`config.mk`:
```
export PLATFORM = sky130hd
export DESIGN_NAME = itcm_boot_ctrl
export DESIGN_NICKNAME = d
export VERILOG_FILES = /design/src/rtl/itcm_boot_ctrl.sv
export SDC_FILE = /design/constraint.sdc
export NUM_CORES = 1
export LEC_CHECK = 0
export CAP_MARGIN = 25
export CORE_ASPECT_RATIO = 1.4
export CORE_UTILIZATION = 54
export CTS_CLUSTER_SIZE = 8
export DETAILED_ROUTE_END_ITERATION = 7
export PLACE_DENSITY_LB_ADDON = 0.12
export SYNTH_ARGS = -nofsm -noshare
export SYNTH_HDL_FRONTEND = slang
export SYNTH_SLANG_ARGS = --single-unit
```
`constraint.sdc`:
```
create_clock -name clk -period 7.5 [get_ports clk]
set_input_delay 1.5 -clock clk [delete_from_list [all_inputs] [get_ports clk]]
set_output_delay 1.5 -clock clk [all_outputs]
set_load 0.02 [all_outputs]
```
`src/rtl/itcm_boot_ctrl.sv`:
```
`default_nettype none
// ============================================================================
//  Module   : itcm_boot_ctrl
//  Purpose  : UART boot loader for the core's instruction TCM. Receives a
//             framed image (MAGIC, 16-bit little-endian word count N, 4*N
//             payload bytes packed MSB-first, XOR checksum), writes it into
//             the ITCM, then releases the core from reset and hands the ITCM
//             port over to the core's fetch interface.
//  Ports    : clk, rst (async active-high)
//             rx_valid/rx_data          - received UART byte strobe
//             fetch_req/addr/gnt        - core fetch request / grant
//             fetch_rvalid/rdata        - fetch response (1 cycle after gnt)
//             bram_en/we/addr/wdata     - ITCM port (read data 1 cycle later)
//             bram_rdata                - ITCM read data
//             core_rst, boot_done, boot_err - boot status
//  Options  : `define BOOT_TIMEOUT_EN to abort a frame after TIMEOUT_CYCLES
//             cycles without a received byte.
//  Revision : 1.0 - initial release
// ============================================================================
module itcm_boot_ctrl #(
  parameter int          AW             = 14,
  parameter logic [7:0]  MAGIC          = 8'hA5,
  parameter int          TIMEOUT_CYCLES = 1000000
) (
  input  logic          clk,
  input  logic          rst,
  input  logic          rx_valid,
  input  logic [7:0]    rx_data,
  input  logic          fetch_req,
  input  logic [AW-1:0] fetch_addr,
  output logic          fetch_gnt,
  output logic          fetch_rvalid,
  output logic [31:0]   fetch_rdata,
  output logic          bram_en,
  output logic          bram_we,
  output logic [AW-1:0] bram_addr,
  output logic [31:0]   bram_wdata,
  input  logic [31:0]   bram_rdata,
  output logic          core_rst,
  output logic          boot_done,
  output logic          boot_err
);

  localparam logic [2:0] c_ST_IDLE = 3'd0;
  localparam logic [2:0] c_ST_LEN0 = 3'd1;
  localparam logic [2:0] c_ST_LEN1 = 3'd2;
  localparam logic [2:0] c_ST_DATA = 3'd3;
  localparam logic [2:0] c_ST_CSUM = 3'd4;
  localparam logic [2:0] c_ST_DONE = 3'd5;
  localparam logic [2:0] c_ST_ERR  = 3'd6;

  logic [2:0]    r_state;
  logic [2:0]    w_nstate;

  logic [15:0]   r_len;      // N, word count of the image
  logic [AW:0]   r_wcnt;     // one extra bit so N = 2**AW is representable
  logic [7:0]    r_csum;
  logic [1:0]    r_bcnt;     // byte position inside the current word
  logic [23:0]   r_word;     // first three bytes of the word being assembled
  logic          r_wr_en;
  logic [AW-1:0] r_wr_addr;
  logic [31:0]   r_wr_data;
  logic          r_rvalid;

  logic [15:0]   w_len_new;
  logic          w_len_bad;
  logic          w_last_word;
  logic          w_tmo;

  // Length as it will be once the high byte in LEN1 is latched.
  assign w_len_new   = {rx_data, r_len[7:0]};
  assign w_len_bad   = (w_len_new == 16'd0) || (32'(w_len_new) > 32'(2**AW));
  assign w_last_word = (32'(r_wcnt) + 32'd1) == 32'(r_len);

`ifdef BOOT_TIMEOUT_EN
  localparam int c_TW = $clog2(TIMEOUT_CYCLES + 1);

  logic [c_TW-1:0] r_tmo_cnt;
  logic            w_active;

  assign w_active = (r_state == c_ST_LEN0) || (r_state == c_ST_LEN1) ||
                    (r_state == c_ST_DATA) || (r_state == c_ST_CSUM);
  // Fires on the cycle that completes TIMEOUT_CYCLES idle cycles.
  assign w_tmo    = w_active && !rx_valid &&
                    (r_tmo_cnt == c_TW'(TIMEOUT_CYCLES - 1));

  always_ff @(posedge clk or posedge rst) begin
    if (rst) begin
      r_tmo_cnt <= '0;
    end else if (!w_active || rx_valid || w_tmo) begin
      r_tmo_cnt <= '0;
    end else begin
      r_tmo_cnt <= r_tmo_cnt + c_TW'(1);
    end
  end
`else
  // No timeout: the FSM waits for bytes indefinitely. The parameter is
  // still referenced so the interface is identical in both builds.
  assign w_tmo = (TIMEOUT_CYCLES < 0);
`endif

  // --------------------------------------------------------------------------
  // State register
  // --------------------------------------------------------------------------
  always_ff @(posedge clk or posedge rst) begin
    if (rst) begin
      r_state <= c_ST_IDLE;
    end else begin
      r_state <= w_nstate;
    end
  end

  // --------------------------------------------------------------------------
  // Next-state logic
  // --------------------------------------------------------------------------
  always_comb begin
    w_nstate = r_state;
    case (r_state)
      c_ST_IDLE, c_ST_ERR: begin
        if (rx_valid && (rx_data == MAGIC)) w_nstate = c_ST_LEN0;
      end
      c_ST_LEN0: begin
        if (rx_valid) w_nstate = c_ST_LEN1;
      end
      c_ST_LEN1: begin
        if (rx_valid) w_nstate = w_len_bad ? c_ST_ERR : c_ST_DATA;
      end
      c_ST_DATA: begin
        if (rx_valid && (r_bcnt == 2'd3) && w_last_word) w_nstate = c_ST_CSUM;
      end
      c_ST_CSUM: begin
        if (rx_valid) w_nstate = (rx_data == r_csum) ? c_ST_DONE : c_ST_ERR;
      end
      c_ST_DONE: w_nstate = c_ST_DONE;
      default:   w_nstate = c_ST_IDLE;
    endcase
    if (w_tmo) w_nstate = c_ST_ERR;
  end

  // --------------------------------------------------------------------------
  // Loader datapath: length, word packing, checksum, registered ITCM writes
  // --------------------------------------------------------------------------
  always_ff @(posedge clk or posedge rst) begin
    if (rst) begin
      r_len     <= '0;
      r_wcnt    <= '0;
      r_csum    <= '0;
      r_bcnt    <= '0;
      r_word    <= '0;
      r_wr_en   <= 1'b0;
      r_wr_addr <= '0;
      r_wr_data <= '0;
      r_rvalid  <= 1'b0;
    end else begin
      r_wr_en  <= 1'b0;
      r_rvalid <= fetch_gnt;
      if (rx_valid) begin
        case (r_state)
          c_ST_IDLE, c_ST_ERR: begin
            if (rx_data == MAGIC) begin
              r_wcnt <= '0;
              r_csum <= '0;
              r_bcnt <= '0;
              r_len  <= '0;
            end
          end
          c_ST_LEN0: r_len[7:0]  <= rx_data;
          c_ST_LEN1: r_len[15:8] <= rx_data;
          c_ST_DATA: begin
            r_csum <= r_csum ^ rx_data;
            r_bcnt <= r_bcnt + 2'd1;
            case (r_bcnt)
              2'd0: r_word[23:16] <= rx_data;
              2'd1: r_word[15:8]  <= rx_data;
              2'd2: r_word[7:0]   <= rx_data;
              default: begin
                // Word complete: present the write next cycle. The write
                // registers are separate from the byte path so a byte in the
                // following cycle is still accepted.
                r_wr_en   <= 1'b1;
                r_wr_addr <= r_wcnt[AW-1:0];
                r_wr_data <= {r_word, rx_data};
                r_wcnt    <= r_wcnt + (AW+1)'(1);
              end
            endcase
          end
          default: ;
        endcase
      end
    end
  end

  // --------------------------------------------------------------------------
  // Outputs: status and ITCM port ownership
  // --------------------------------------------------------------------------
  always_comb begin
    core_rst   = 1'b1;
    boot_done  = 1'b0;
    boot_err   = 1'b0;
    fetch_gnt  = 1'b0;
    bram_en    = r_wr_en;
    bram_we    = r_wr_en;
    bram_addr  = r_wr_addr;
    bram_wdata = r_wr_data;
    case (r_state)
      c_ST_DONE: begin
        core_rst  = 1'b0;
        boot_done = 1'b1;
        fetch_gnt = fetch_req;
        bram_en   = fetch_req;
        bram_we   = 1'b0;
        bram_addr = fetch_addr;
      end
      c_ST_ERR: boot_err = 1'b1;
      default: ;
    endcase
  end

  assign fetch_rvalid = r_rvalid;
  assign fetch_rdata  = bram_rdata;

endmodule
`default_nettype wire
```
Word level (Yosys, flattened, before mapping)
Cells that the tools add are included.
{"block": "totals", "word_cells": 87, "input_bits": 58, "ff_bits": 116, "out_inout_bits": 85}
{"block": "classes", "n_addsub": 3, "n_reduce_logical": 21, "bitwise_logic": 2, "n_mux": 28, "eq_ne": 19, "order_cmp": 1}
{"operator": "8-bit case mux with 2 select lines", "n": 3}
{"operator": "15-bit 2-to-1 mux", "n": 2}
{"operator": "15-bit case mux with 2 select lines", "n": 1}
{"operator": "3-bit AND reduction", "n": 7}
{"operator": "3-bit 2-to-1 mux", "n": 6}
{"operator": "3-bit case mux with 6 select lines", "n": 1}
{"operator": "15-bit by 1-bit adder with 16-bit output, second input constant", "n": 1}
{"operator": "16-bit equality test", "n": 1}
{"operator": "16-bit by 15-bit > comparator with 1-bit output, second input constant", "n": 1}
{"operator": "16-bit logical NOT", "n": 1}
{"operator": "16-bit 2-to-1 mux", "n": 1}
{"operator": "15-bit by 1-bit adder with 15-bit output, second input constant", "n": 1}
{"operator": "14-bit 2-to-1 mux", "n": 1}
{"operator": "2-bit != test, second input constant", "n": 7}
{"operator": "3-bit equality test, second input constant", "n": 3}
{"operator": "1-bit 2-to-1 mux", "n": 9}
{"operator": "8-bit equality test", "n": 1}
{"operator": "8-bit equality test, second input constant", "n": 1}
{"operator": "8-bit 2-to-1 mux", "n": 1}
{"operator": "8-bit bitwise XOR", "n": 1}
{"operator": "3-bit by 2-bit equality test with 1-bit output, second input constant", "n": 2}
{"operator": "2-bit nonzero test", "n": 3}
{"operator": "5-bit AND reduction", "n": 1}
{"operator": "2-bit equality test, second input constant", "n": 2}
{"operator": "other kinds (13)", "n": 16}

Longest topological paths before layout
Gate-level depths: netlist (run 1).
{"block": "logic_depth", "ltp_word": 5, "depth_mapped": 9, "depth_no_buf": 7}

Least setup slack after synthesis (run 1)
Ideal clock, no wire load.
{"block": "synth_path", "path_type": "input port to output port", "from": "input fetch_req", "to": "output bram_en", "stages": 2, "setup_slack_ns": 3.958, "t_arrival_ns": 2.042, "path_buffers": 0, "required_ns": 6.000, "cell_sequence": "and3_1 > or2_1"}
{"block": "synth_via", "elab_chain_len": 1}
{"item": "from (decl)", "line_no": "29", "source": "input logic fetch_req,"}
{"item": "1-bit 2-to-1 mux", "line_no": "205", "source": "case (r_state)"}
{"item": "to (decl)", "line_no": "34", "source": "output logic bram_en,"}
No other way between the ends.

Final worst setup path (run 1)
{"block": "layout_path", "from": "register r_state[0]", "to": "output bram_en"}
{"block": "layout_via", "elab_chain_len": 2}
{"item": "from (decl)", "line_no": "52", "source": "logic [2:0] r_state;"}
{"item": "from (signal assigned)", "line_no": "107", "source": "r_state <= c_ST_IDLE;"}
{"item": "from (signal assigned)", "line_no": "109", "source": "r_state <= w_nstate;"}
{"item": "3-bit equality test", "line_no": "205"}
{"item": "1-bit 2-to-1 mux", "line_no": "205"}
No other way between the ends.

==> results of run 1 <==
metrics by stage:
| step | hold slack [ns] | util | worst slack [ns] |
|---|---|---|---|
| final | 0.465 | 0.655 | 2.95 |
| after floorplan | 0.433 | - | 2.93 |
| after detailed placement | 0.456 | 0.607 | 3.17 |
| after global routing | 0.489 | 0.655 | 2.71 |
| after CTS | 0.470 | 0.655 | 2.86 |
| after global placement | 0.448 | 0.606 | 3.16 |
per-layer routing:
metal / vias to the layer above / track usage
li1: 2250 / -
met1: 2336 / 0.292
met2: 177 / 0.449
met3: 30 / 0.0571
met4: 0 / 0.129
met5: - / 0
flip-flops by register name, indices dropped and copies added, names as in the netlist:
register / cells
r_len: 16
bram_wdata: 32
r_bcnt: 2
r_wcnt: 15
r_state: 3
r_wr_addr: 14
r_wr_en: 1
r_csum: 8
fetch_rvalid: 1
r_word: 24
worst reg2reg max path, stage by stage (launching register included):
cell      delay (ns)
dfrtp_1         0.61
nand3b_1        0.27
nor2_1          0.65
nand2_2         0.13
inv_2           0.70
nand2_1         0.16
o31ai_1         0.23
layout make-up:
cell class,count,area [µm²]
clock buffers,24,472
clock inverters,6,55.1
fillers,912,3770
inverters,18,70.1
multi-input cells,452,2680
flip-flops and latches,116,2900
well taps,141,176
repair buffers,81,803
report_power, final:
part | leakage [nW] | switching [mW] | internal [mW]
registers | 1.53 | 0.172 | 0.828
logic | 1.54 | 0.414 | 0.381
clock network | 0.263 | 0.258 | 0.465
cells in the final DEF (no fill, tap or decap), drive strengths merged, types with 3 or more instances in the layout:
master         instances
a21oi                  8
dfrtp                116
clkdlybuf4s50         78
nand4                  8
clkbuf                24
nor2                  29
xnor2                 18
nand3                 16
o31ai                  6
or2                    6
o21ai                 55
a32oi                  4
a22o                  10
nor3                  10
and3                  10
inv                   18
a31oi                  4
buf                    3
mux2                  35
xor2                   9
nand2                175
nor4                   8
clkinv                 5
nand3b                 3
ha                     6
path summary, 6_finish.rpt:
path | to | slack [ns] | depth (start not counted)
min in group asynchronous | bram_wdata[19] | 1.50 | 2
worst max-delay path | bram_en | 2.95 | 5
worst max register to register | r_wcnt[13] | 4.67 | 6
max in group asynchronous | r_wr_addr[13] | 4.70 | 3
worst min-delay path | r_wr_addr[6] | 0.47 | 2
worst min register to register | r_wr_addr[6] | 0.47 | 2
cell families (layout without fill, tap and decap cells):
kind of cell,after synthesis,after routing,synth area share
simple gates,279,279,0.210
flops,116,116,0.478
compound gates,103,103,0.109
buf+inv,91,129,0.0820
mux,36,36,0.0665
xor+xnor,28,28,0.0429
fa+ha+maj,6,6,0.0124
==> out/qor.yml, run 1 <==
dp_hpwl_um: 9440
clock_path_buffers: 2
placed_cells: 808
finalCriticalPeriod_ns: 4.55
met2_length_um: 7290
outcome: "completed"
cts_resized: 0
min-delay-start: "r_wr_addr[6]"
cp-start-kind: "register"
routabilityCongestion: 0.877
drv_slew: 0
grt_pass1_wl_um: 23200
fp-row-count: 45
synth.cell_area_um2: 6070
ir_drop_v: 0.000233
seq_area_frac_synth: 0.478
crit_type: "reg -> out"
worst_pin_slew_ns: 0.925
synth.distinct_cells: 62
synth_area_leaders: "dfrtp_1 48%, nand2_1 11%, mux2_2 5.0%"
wl_met1_um: 5610
wirelength_um: 14000
p_total_mw: 2.52
hold_violations: 0
placed_cell_area_um2: 6630
cts_tree: "yes"
synth_edf_count: 0
cp-end-kind: "output port"
finalSetupViolations: 0
worst-path-buf-inv: 1
critPathSlowestCell: "dfrtp_1"
path_clk_slew_ns: 0.05
top_layer: "met4"
finalNetCount: 750
clk_latency_ns: 0.41
coreArea_um2: 10900
antenna_found_initial: 0
crit_path_max_fanout: 17
synth_top_cells_by_count: "175 x nand2_1, 116 x dfrtp_1, 32 x buf_4"
synth_ff_type: "dfrtp_1"
routedWlPerCell_um: 16.7
r2r-start: "r_state[0]"
postCtsSetupBuffers: 0
cts.htree.levels: 4
async_flop_share: 1.00
synth_nets: 723
period_share: 0.606
fmax_mhz: 220
clkSinkCount: 116
cts_inserted_buffers: 17
cp-startpoint: "r_state[0]"
final.setup.tns_ns: 0
ant_nets: 0
finalInstanceArea_um2: 7150
rsz0062_at_grt: "false"
worst-endpoint-arrival_ns: 3.05
crit_chain: "nor2b_1 -> nand2_1 -> and2_1 -> or2_1 -> clkdlybuf4s50_1"
num_vias: 4793
max_cap_violations: 0
ys_ff_latch: 116
slew_headroom: 0.382
crit_family: "simple AND/OR/NAND/NOR gates"
ctsHoldBuffers: 0
synth_top_area_frac: 0.478
instances_no_fill: 838
yosysMostFrequentCell: "nand2_1"
critPathMaxStageDelay_ns: 0.61
syn_inst: 659
die-area_um2: 11700
drive_above_1_share: 0.113
boundaryPins: 143
required_ns: 6.00
dr_wl_met3_um: 701
grt_pass1_vias: 4765
fin_worst_skew_ns: 0.00766
grt_start_max_net_pins: 71
cts-root-buf: "clkbuf_16"
antenna_cells: 0
power_leakage_nw: 3.33
start_util: 0.556
synth.avg_cell_area_um2: 9.22
dieHeight_um: 127
die_w_um: 91.6
track_usage: 0.256
drt_first_pass_iters: 5
powerDensity_nw_per_um2: 352
area_growth_pct: 17.8
io_buffers: 78
drt_iter0_drc: 383
synth_area_leader_cell: "dfrtp_1"
hp-class: "reg -> reg"
overflow: 0
route.detailed.drc: 0
yosys_warnings: 0
via_per_inst: 5.72
Note: power is estimated with default switching activity, not from simulation.
==> run 2: changes to the inputs <==
--- a/config.mk
+++ b/config.mk
@@ -7,7 +7,7 @@
 export LEC_CHECK = 0
 export CAP_MARGIN = 25
 export CORE_ASPECT_RATIO = 1.4
-export CORE_UTILIZATION = 54
+export CORE_UTILIZATION = 50
 export CTS_CLUSTER_SIZE = 8
 export DETAILED_ROUTE_END_ITERATION = 7
 export PLACE_DENSITY_LB_ADDON = 0.12
==> constraint.sdc (replaced) <==
create_clock -name clk -period 4.21 [get_ports clk]
set_input_delay 0.842 -clock clk [delete_from_list [all_inputs] [get_ports clk]]
set_output_delay 0.842 -clock clk [all_outputs]
set_load 0.02 [all_outputs]
==> out/qor.yml, run 2 (synthesis gave the netlist of run 1 again) <==
cp-start-kind: "register"
power_leakage_nw: 3.42  # +2.6%
track_usage: 0.254  # -0.00184
cts-root-buf: "clkbuf_16"
ant_nets: 0  # unchanged
max_cap_violations: 0  # unchanged
fp-row-count: 47  # +4.4%
wirelength_um: 14700  # +5.1%
cts_inserted_buffers: 17  # unchanged
clkSinkCount: 116  # unchanged
cts_resized: 0  # unchanged
io_buffers: 78  # unchanged
coreArea_um2: 11800  # +8.2%
path_clk_slew_ns: 0.05  # about the same
largest_reg_flops: 32  # unchanged
grt_pass1_wl_um: 24300  # +4.8%
instances_no_fill: 859  # +2.5%
grt_start_max_net_pins: 69  # -2.8%
num_vias: 4751  # -0.88%
antenna_cells: 0  # unchanged
required_ns: 3.37  # -2.63 ns
cp-end-kind: "output port"
ir_drop_v: 0.000364  # +56%
fmax_mhz: 264
worst_pin_slew_ns: 0.829  # -0.0962 ns
placed_cell_area_um2: 6760  # +2.0%
grt_pass1_vias: 4790  # +0.52%
swShare: 0.330  # -0.00483
final.setup.tns_ns: 0  # unchanged
postCtsSetupBuffers: 0  # unchanged
period_share: 0.901
min-delay-start: "r_word[8]"
clock_path_buffers: 2  # unchanged
placed_cells: 827  # +2.4%
rsz0062_at_grt: "false"
drt_iter0_drc: 243  # -37%
fin_worst_skew_ns: 0.00789  # +0.000231 ns
start_util: 0.514  # -0.0422
crit_type: "reg -> out"
layout_common_cells: "174 x nand2_1, 116 x dfrtp_1, 78 x clkdlybuf4s50_1"
area_growth_pct: 20.8
route.detailed.drc: 0  # unchanged
routabilityCongestion: 0.900  # +2.6%
hold_violations: 0  # unchanged
cts.htree.levels: 4  # unchanged
crit_path_max_fanout: 15  # -2
finalCriticalPeriod_ns: 3.79
r2r-end: "r_wcnt[4]"
reg2reg_depth: 8  # +2
cp-endpoint: "bram_addr[0]"
cts_tree: "yes"
p_clk_frac: 0.306  # +0.019
overflow: 0  # unchanged
dp_hpwl_um: 9780  # +3.7%
antenna_found_initial: 0  # unchanged
final_common_cell: "nand2_1"
drt_first_pass_iters: 4  # -1
power_switching_mw: 1.52  # +80%
routedWlPerCell_um: 17.1  # +2.5%
cp-startpoint: "r_state[0]"
drv_slew: 0  # unchanged
finalInstanceArea_um2: 7340  # +2.6%
die_w_um: 95.1  # +3.8%
ctsHoldBuffers: 0  # unchanged
boundaryPins: 143  # unchanged
pwr-share-seq: 0.383  # -0.014
comb_power_share: 0.311  # -0.005
hp-class: "reg -> reg"
finalNetCount: 763  # +1.7%
drive_above_1_share: 0.135  # +0.0215
slew_headroom: 0.446  # +0.0639
outcome: "completed"
reg2reg_setup_slack_ns: 1.61  # -3.06 ns
via_per_inst: 5.53  # -3.3%
r2r-start: "r_state[2]"
dieHeight_um: 132  # +3.9%
power.internal_mw: 3.08  # +84%
powerDensity_nw_per_um2: 627  # +78%
finalSetupViolations: 0  # unchanged
die-area_um2: 12600  # +7.8%
worst-endpoint-arrival_ns: 2.95  # -0.10 ns
clk_latency_ns: 0.41  # about the same
## run 2: worst min-delay path by stage
stage | to | depth (start not counted) | slack (ns)
after global placement | bram_wdata[14] | 2 | 0.44
after CTS | bram_wdata[16] | 2 | 0.47
after detailed placement | r_wr_addr[4] | 2 | 0.46
after global routing | r_wr_addr[8] | 2 | 0.49
final | bram_wdata[16] | 2 | 0.47
after floorplan | bram_wdata[10] | 2 | 0.43
## run 2: area by class of cell
type / count / area, µm²
Sequential cell: 116 / 2900
Fill cell: 1002 / 4480
Tap cell: 147 / 184
Inverter: 18 / 70.1
Timing Repair Buffer: 94 / 926
Clock inverter: 9 / 103
Multi-Input combinational cell: 452 / 2680
Clock buffer: 23 / 478
## run 2: critical path, cell delays in order, from the launching register on
cell and delay, ns:
dfrtp_1 0.58, nor2b_1 0.30, nand2_1 0.48, buf_4 0.33
mux2_1 0.31, clkdlybuf4s50_1 0.54
## run 2: power by group through the flow
stage | registers, mW | logic (mW) | clock network, mW
6_report | 1.76 | 1.43 | 1.41
3_3_place_gp | 1.76 | 1.40 | 0
4_1_cts | 1.76 | 1.45 | 1.43
3_5_place_dp | 1.78 | 1.43 | 0
5_1_grt | 1.81 | 1.57 | 1.48
2_1_floorplan | 1.83 | 0.875 | 0
## run 2: through the flow
stage                     hold WS, ns  power, mW   util  worst slack (ns)
final                           0.466       4.60  0.621             0.416
after global routing            0.491       4.86  0.621             0.211
after CTS                       0.469       4.63  0.621             0.382
after detailed placement        0.456       3.21  0.572             0.735
after global placement          0.443       3.16  0.571             0.776
after floorplan                 0.433       2.70      -             0.296
## run 2: routing by layer
| metal | track usage | up-vias | wire, µm |
|---|---|---|---|
| met1 | 0.306 | 2321 | 6100 |
| met3 | 0.0559 | 29 | 529 |
| met5 | 0 | - | 0 |
| li1 | - | 2280 | - |
| met2 | 0.425 | 121 | 7660 |
| met4 | 0.117 | 0 | 441 |
==> run 3: changes to the inputs <==
--- a/config.mk
+++ b/config.mk
@@ -8,7 +8,7 @@
 export CAP_MARGIN = 25
 export CORE_ASPECT_RATIO = 1.4
 export CORE_UTILIZATION = 50
-export CTS_CLUSTER_SIZE = 8
+export CTS_CLUSTER_SIZE = 14
 export DETAILED_ROUTE_END_ITERATION = 7
 export PLACE_DENSITY_LB_ADDON = 0.12
 export SYNTH_ARGS = -nofsm -noshare
==> results of run 3 <==
The final DEF is identical to that of run 2; final timing and power are the same.
